[src/rtl/local_injector_if.sv]
// Local-port bus between a packet source and the injector: request,
// payload stream, router back-pressure, and the flit/status outputs.
interface local_injector_if;
    logic        req_valid_i;
    logic [3:0]  req_dest_i;
    logic [2:0]  req_len_i;
    logic        req_ready_o;
    logic        pay_valid_i;
    logic [14:0] pay_data_i;
    logic        pay_ready_o;
    logic        full_i;
    logic [16:0] flit_o;
    logic        busy_o;
    logic [7:0]  pkt_cnt_o;

    // Injector side
    modport slave (
        input  req_valid_i, req_dest_i, req_len_i, pay_valid_i, pay_data_i, full_i,
        output req_ready_o, pay_ready_o, flit_o, busy_o, pkt_cnt_o
    );

    // Packet source / router side
    modport master (
        output req_valid_i, req_dest_i, req_len_i, pay_valid_i, pay_data_i, full_i,
        input  req_ready_o, pay_ready_o, flit_o, busy_o, pkt_cnt_o
    );
endinterface

[src/rtl/local_injector.sv]
// Local injector: turns a (dest, len) request plus a payload stream into
// one header flit followed by len body flits on the router local input.
// Every flit is registered and valid for exactly one cycle.
module local_injector #(
    parameter logic [3:0] SRC_ID = 4'd0
) (
    input  logic              clk,
    input  logic              rst,
    local_injector_if.slave   bus
);
    typedef enum logic [1:0] {IDLE, HEAD, BODY} state_t;

    state_t      state_q, state_d;
    logic [3:0]  dest_q,  dest_d;
    logic [2:0]  len_q,   len_d;
    logic [2:0]  rem_q,   rem_d;
    logic [16:0] flit_q,  flit_d;
    logic [7:0]  cnt_q,   cnt_d;

    assign bus.req_ready_o = (state_q == IDLE);
    assign bus.pay_ready_o = (state_q == BODY) & ~bus.full_i;
    assign bus.busy_o      = (state_q != IDLE);
    assign bus.flit_o      = flit_q;
    assign bus.pkt_cnt_o   = cnt_q;

    // Next-state and next-flit logic; flit defaults to zero so nothing
    // lingers past the cycle it was emitted in.
    always_comb begin
        state_d = state_q;
        dest_d  = dest_q;
        len_d   = len_q;
        rem_d   = rem_q;
        cnt_d   = cnt_q;
        flit_d  = '0;
        case (state_q)
            IDLE: begin
                if (bus.req_valid_i) begin
                    dest_d  = bus.req_dest_i;
                    len_d   = bus.req_len_i;
                    state_d = HEAD;
                end
            end
            HEAD: begin
                // Header waits out back-pressure; nothing is emitted while full.
                if (!bus.full_i) begin
                    flit_d = {2'b11, dest_q, SRC_ID, len_q, 4'b0000};
                    if (len_q == 3'd0) begin
                        state_d = IDLE;
                        cnt_d   = cnt_q + 8'd1;
                    end else begin
                        rem_d   = len_q;
                        state_d = BODY;
                    end
                end
            end
            BODY: begin
                // Payload bubbles simply stall here; there is no timeout.
                if (bus.pay_valid_i && !bus.full_i) begin
                    flit_d = {2'b10, bus.pay_data_i};
                    rem_d  = rem_q - 3'd1;
                    if (rem_q == 3'd1) begin
                        state_d = IDLE;
                        cnt_d   = cnt_q + 8'd1;
                    end
                end
            end
            default: state_d = IDLE;
        endcase
    end

    // State and output registers; reset abandons any packet in flight.
    always_ff @(posedge clk or negedge rst) begin
        if (!rst) begin
            state_q <= IDLE;
            dest_q  <= '0;
            len_q   <= '0;
            rem_q   <= '0;
            flit_q  <= '0;
            cnt_q   <= '0;
        end else begin
            state_q <= state_d;
            dest_q  <= dest_d;
            len_q   <= len_d;
            rem_q   <= rem_d;
            flit_q  <= flit_d;
            cnt_q   <= cnt_d;
        end
    end
endmodule

[src/flat_wrapper.sv]
// flat-port wrapper written by rule: the top's interface ports become plain ports
module local_injector_flat 
#(
    parameter logic [3:0] SRC_ID = 4'd0
)
  (clk, rst, bus_req_valid_i, bus_req_dest_i, bus_req_len_i, bus_pay_valid_i, bus_pay_data_i, bus_full_i, bus_req_ready_o, bus_pay_ready_o, bus_flit_o, bus_busy_o, bus_pkt_cnt_o);
  local_injector_if bus_i ();
  input  logic clk;
  input  logic rst;
  input wire logic [$bits(bus_i.req_valid_i)-1:0] bus_req_valid_i;
  input wire logic [$bits(bus_i.req_dest_i)-1:0] bus_req_dest_i;
  input wire logic [$bits(bus_i.req_len_i)-1:0] bus_req_len_i;
  input wire logic [$bits(bus_i.pay_valid_i)-1:0] bus_pay_valid_i;
  input wire logic [$bits(bus_i.pay_data_i)-1:0] bus_pay_data_i;
  input wire logic [$bits(bus_i.full_i)-1:0] bus_full_i;
  output wire logic [$bits(bus_i.req_ready_o)-1:0] bus_req_ready_o;
  output wire logic [$bits(bus_i.pay_ready_o)-1:0] bus_pay_ready_o;
  output wire logic [$bits(bus_i.flit_o)-1:0] bus_flit_o;
  output wire logic [$bits(bus_i.busy_o)-1:0] bus_busy_o;
  output wire logic [$bits(bus_i.pkt_cnt_o)-1:0] bus_pkt_cnt_o;
  assign bus_i.req_valid_i = bus_req_valid_i;
  assign bus_i.req_dest_i = bus_req_dest_i;
  assign bus_i.req_len_i = bus_req_len_i;
  assign bus_i.pay_valid_i = bus_pay_valid_i;
  assign bus_i.pay_data_i = bus_pay_data_i;
  assign bus_i.full_i = bus_full_i;
  assign bus_req_ready_o = bus_i.req_ready_o;
  assign bus_pay_ready_o = bus_i.pay_ready_o;
  assign bus_flit_o = bus_i.flit_o;
  assign bus_busy_o = bus_i.busy_o;
  assign bus_pkt_cnt_o = bus_i.pkt_cnt_o;
  local_injector #(.SRC_ID(SRC_ID)) u_core (.clk(clk), .rst(rst), .bus(bus_i));
endmodule
[config.mk]
export PLATFORM = sky130hd
export DESIGN_NAME = local_injector_flat
export DESIGN_NICKNAME = d
export VERILOG_FILES = /design/src/rtl/local_injector_if.sv /design/src/rtl/local_injector.sv /design/src/flat_wrapper.sv
export SDC_FILE = /design/constraint.sdc
export NUM_CORES = 1
export LEC_CHECK = 0
export ABC_AREA = 1
export BUFFER_PORTS_ARGS = -buffer_cell sky130_fd_sc_hd__buf_2
export CORE_ASPECT_RATIO = 1.1
export CORE_MARGIN = 3
export CORE_UTILIZATION = 35
export CTS_BUF_LIST = sky130_fd_sc_hd__clkbuf_2
export DETAILED_ROUTE_END_ITERATION = 8
export GPL_TIMING_DRIVEN = 0
export SLEW_MARGIN = 20
export SYNTH_ARGS = -nofsm -noshare
export SYNTH_HDL_FRONTEND = slang
export SYNTH_SLANG_ARGS = --single-unit
[constraint.sdc]
create_clock -name clk -period 1.5 [get_ports clk]
set_input_delay 0.3 -clock clk [delete_from_list [all_inputs] [get_ports clk]]
set_output_delay 0.3 -clock clk [all_outputs]
set_load 0.01 [all_outputs]
==> summary.md <==
| Metric | Value |
|---|---|
| Outcome | `finished, violations left` |
| Failing checks | `hold timing, setup timing` |
| Hold crit path type | `input port to asynchronous set/reset pin` |
| PD cells | `1624 nW/um2` |
| Grt ovf | `0` |
| Met2 WL | `2025 um` |
| CP Launch Point | `u_core.state_q[0]$_DFFE_PN0P_` |
| Die width | `74.51 um` |
| Die height | `a little over 80 um` |
| Synth area leaders | `dfrtp_1 (51%), nand2_1 (10%), inv_1 (6.0%)` |
| Metal3 WL | `279 um` |
| Post-Syn Nets | `between 200 and 250` |
| Max clock buf depth | `2` |
| Final WS setup | `-0.1363 ns` |
| TritonCTS clock tree | `built` |
| Ports | `55` |
| Vias in the first global route | `1509` |
| Placed insts | `about 310` |
| Critical path peak fanout | `3` |
| Initial antenna violation count | `0` |
| Total power | `0.003842 W` |
| Row cnt | `26` |
| DRT met1 WL | `about 1600 um` |
| Port Buf Inserts | `54` |
| Leak | `1.320 nW` |
| First-pass GRT wire length | `6589 um` |
| FF+latch area | `927.1 um2` |
| Hold buffer count at cts | `0` |
| Ratio of cells with drive above 1 in the final layout | `41.61%` |
| Worst hold slack | `-0.02516 ns` |
| Min cycle time layout | `around 1.6 ns` |
| Diodes inserted | `0` |
| DRC errors left | `0` |
| Layout area overhead | `30.96%` |
| VDD IR max | `602.1 uV` |
| Post-DP Area | `2147 um2` |
| Die area | `around 6000 um2` |
| Multi-input logic area | `812.0 um2` |
| Max layer used | `met4` |
| CTS H-tree depth | `2` |
| RR Endpoint | `u_core.state_q[1]$_DFFE_PN0P_` |
| Clock sink count | `37` |
| R2R setup slack | `-0.09 ns` |
| Hpwl dp | `approximately 2700 um` |
| Avg Vias per Cell | `4.582` |
| DR iter-0 viols | `84` |
| Final setup skew | `~0.0086 ns` |
| Syn Inst Count | `201` |
| Critical path data required time | `1.20 ns` |
| CP startpoint kind | `register` |
| Core area | `4815 um2` |
| Total GRT Usage | `14.37%` |
| Post-synth EDFFs | `0` |
| Post-synth ARST share | `100.0%` |
| Worst Path Arrival | `~1.3 ns` |
| Post-Syn Area | `1807 um2` |
| RSZ-0062 raised after global routing | `true` |
| Finished Layout Cells | `330` |
| Fin crit share | `109.1%` |
| Final Max Tran Viols | `0` |
| Clk root buf | `clkbuf_2` |
| Clk Latency, worst-skew pair | `0.38 ns` |
| Synth area leader | `dfrtp_1` |
| WL/cell | `12.08 um` |
| Worst slew pin tran | `0.8214 ns` |
| Fin util | `49.14%` |
| Final Hold Vio Count | `28` |
| Initial cell density of the core | `37.53%` |
| Finished Cell Area | `~2400 um2` |
| CP Class | `register to output port` |
| Synth Area per Inst | `8.989 um2` |
| Crit path capture type | `output port` |
| Yosys warns | `0` |
| Clk slew on worst S/H paths | `between 0.15 and 0.2 ns` |
| R2r startpoint | `u_core.state_q[0]$_DFFE_PN0P_` |
| CTS Buf Count | `5` |
| Finish-stage setup viols | `13` |
| FF+latch count, synth | `37` |
| Fill cells | `465` |
| Sequential element share of the synthesized area | `51.25%` |
| DR vias | `1512` |
| Largest net degree at the start of global routing | `38` |
| Top cell type's share of synthesized area | `just over 50%` |
| Peak Freq | `611.1 MHz` |
| Max-cap violations | `0` |
| Final #Nets | `a little over 300` |
| DRT Wirelength | `3988 um` |
| Worst R2R Path Depth | `8` |
| DRT Pass-1 Iters | `4` |
| Ys flop type | `dfrtp_1` |
| Synth unique cells | `23` |
| Slew headroom | `a little under half` |
| GPL Wtd Cong | `0.7947` |
| ANT nets after route | `0` |
[cells in the final DEF (no fill, tap or decap), types with 2 or more instances in the layout]
master and instances:
o22ai_1 2, or2_2 2, clkinv_2 2, nand3_2 2
dfrtp_1 36, a21oi_1 3, o21ai_1 2, ha_4 3
buf_4 11, nand2_2 4, xnor2_1 2, nand3_1 18
nor2_4 4, inv_1 25, nor2_1 10, ha_1 4
buf_2 51, buf_6 5, nor2_2 6, clkbuf_2 6
o21ai_0 9, mux2_2 4, inv_2 6, nand2_1 46
nand4_1 2, nand2_4 2
[worst max path at each step]
| stage | to | depth (start not counted) |
|---|---|---|
| global placement | u_core.dest_q[0]$_DFFE_PN0P_ | 4 |
| global route | bus_pay_ready_o | 5 |
| floorplan | u_core.dest_q[0]$_DFFE_PN0P_ | 4 |
| CTS | bus_pay_ready_o | 5 |
| detailed placement | u_core.dest_q[1]$_DFFE_PN0P_ | 4 |
| finish | bus_pay_ready_o | 5 |
[worst max-delay path, cell delays in order (launching register included)]
cell	delay [ns]
dfrtp_1	0.43
inv_2	0.11
ha_4	0.16
inv_4	0.04
nor2_4	0.11
buf_6	0.11
[Yosys cell counts (3+ instances only)]
| master | n |
|---|---|
| inv_2 | 3 |
| nand3_1 | 19 |
| mux2_2 | 4 |
| nor2_2 | 8 |
| dfrtp_1 | 37 |
| o21ai_0 | 11 |
| a21oi_1 | 4 |
| nor2_1 | 10 |
| nand2_1 | 49 |
| inv_1 | 29 |
| ha_1 | 7 |
| nand2_2 | 3 |
[power by group]
part / total [W] / switching [W] / leakage (nW) / internal [W]
logic: 0.00194 / 0.00109 / 0.805 / 0.000856
registers: 0.00145 / 0.000188 / 0.483 / 0.00126
clock network: 0.000451 / 0.000334 / 0.0327 / 0.000117
[flip-flops by register name (all words and copies together), names as in the netlist]
name,count
u_core.bus.flit_o,17
u_core.bus.pkt_cnt_o,8
u_core.dest_q,4
u_core.len_q,3
u_core.rem_q,3
u_core.state_q,2
[per-stage QoR]
stage / setup slack, ns / setup TNS (ns)
floorplan: 0.1119 / 0
global placement: 0.007177 / 0
detailed placement: -0.01366 / -0.05317
CTS: -0.1652 / -0.3863
global route: -0.2328 / -2.511
finish: -0.1363 / -1.128
[cell type report]
type                    count  area share (%)
flip-flops and latches     37           39.19
multi-input cells         130           34.32
repair buffers             65           15.71
inverters                  32           5.182
well taps                  56           2.961
clock buffers               6           1.269
plain buffers               2          0.9519
clock inverters             2          0.4231
[logic make-up (layout without fill, tap and decap cells)]
group / count (synthesis) / count (layout) / share of synthesized area, %
fa+ha+maj: 7 / 7 / 4.847
compound gates: 19 / 19 / 6.579
mux: 4 / 4 / 2.493
flops: 37 / 37 / 51.25
buf+inv: 34 / 107 / 7.894
simple gates: 97 / 97 / 25.49
xor+xnor: 3 / 3 / 1.455
[timing repair]
action	in CTS	in global routing
buffers inserted	4	7
setup endpoints to repair	26	20
cloned	0	1
gates resized for setup	15	12
pin swaps	2	6
[metal layers]
layer / global-route usage, % / vias to the layer above
met5: 0 / -
met4: 5.872 / 0
met3: 4.455 / 5
met2: 25.04 / 46
met1: 16.06 / 684
li1: - / 777
(Power assumes the default switching activity.)
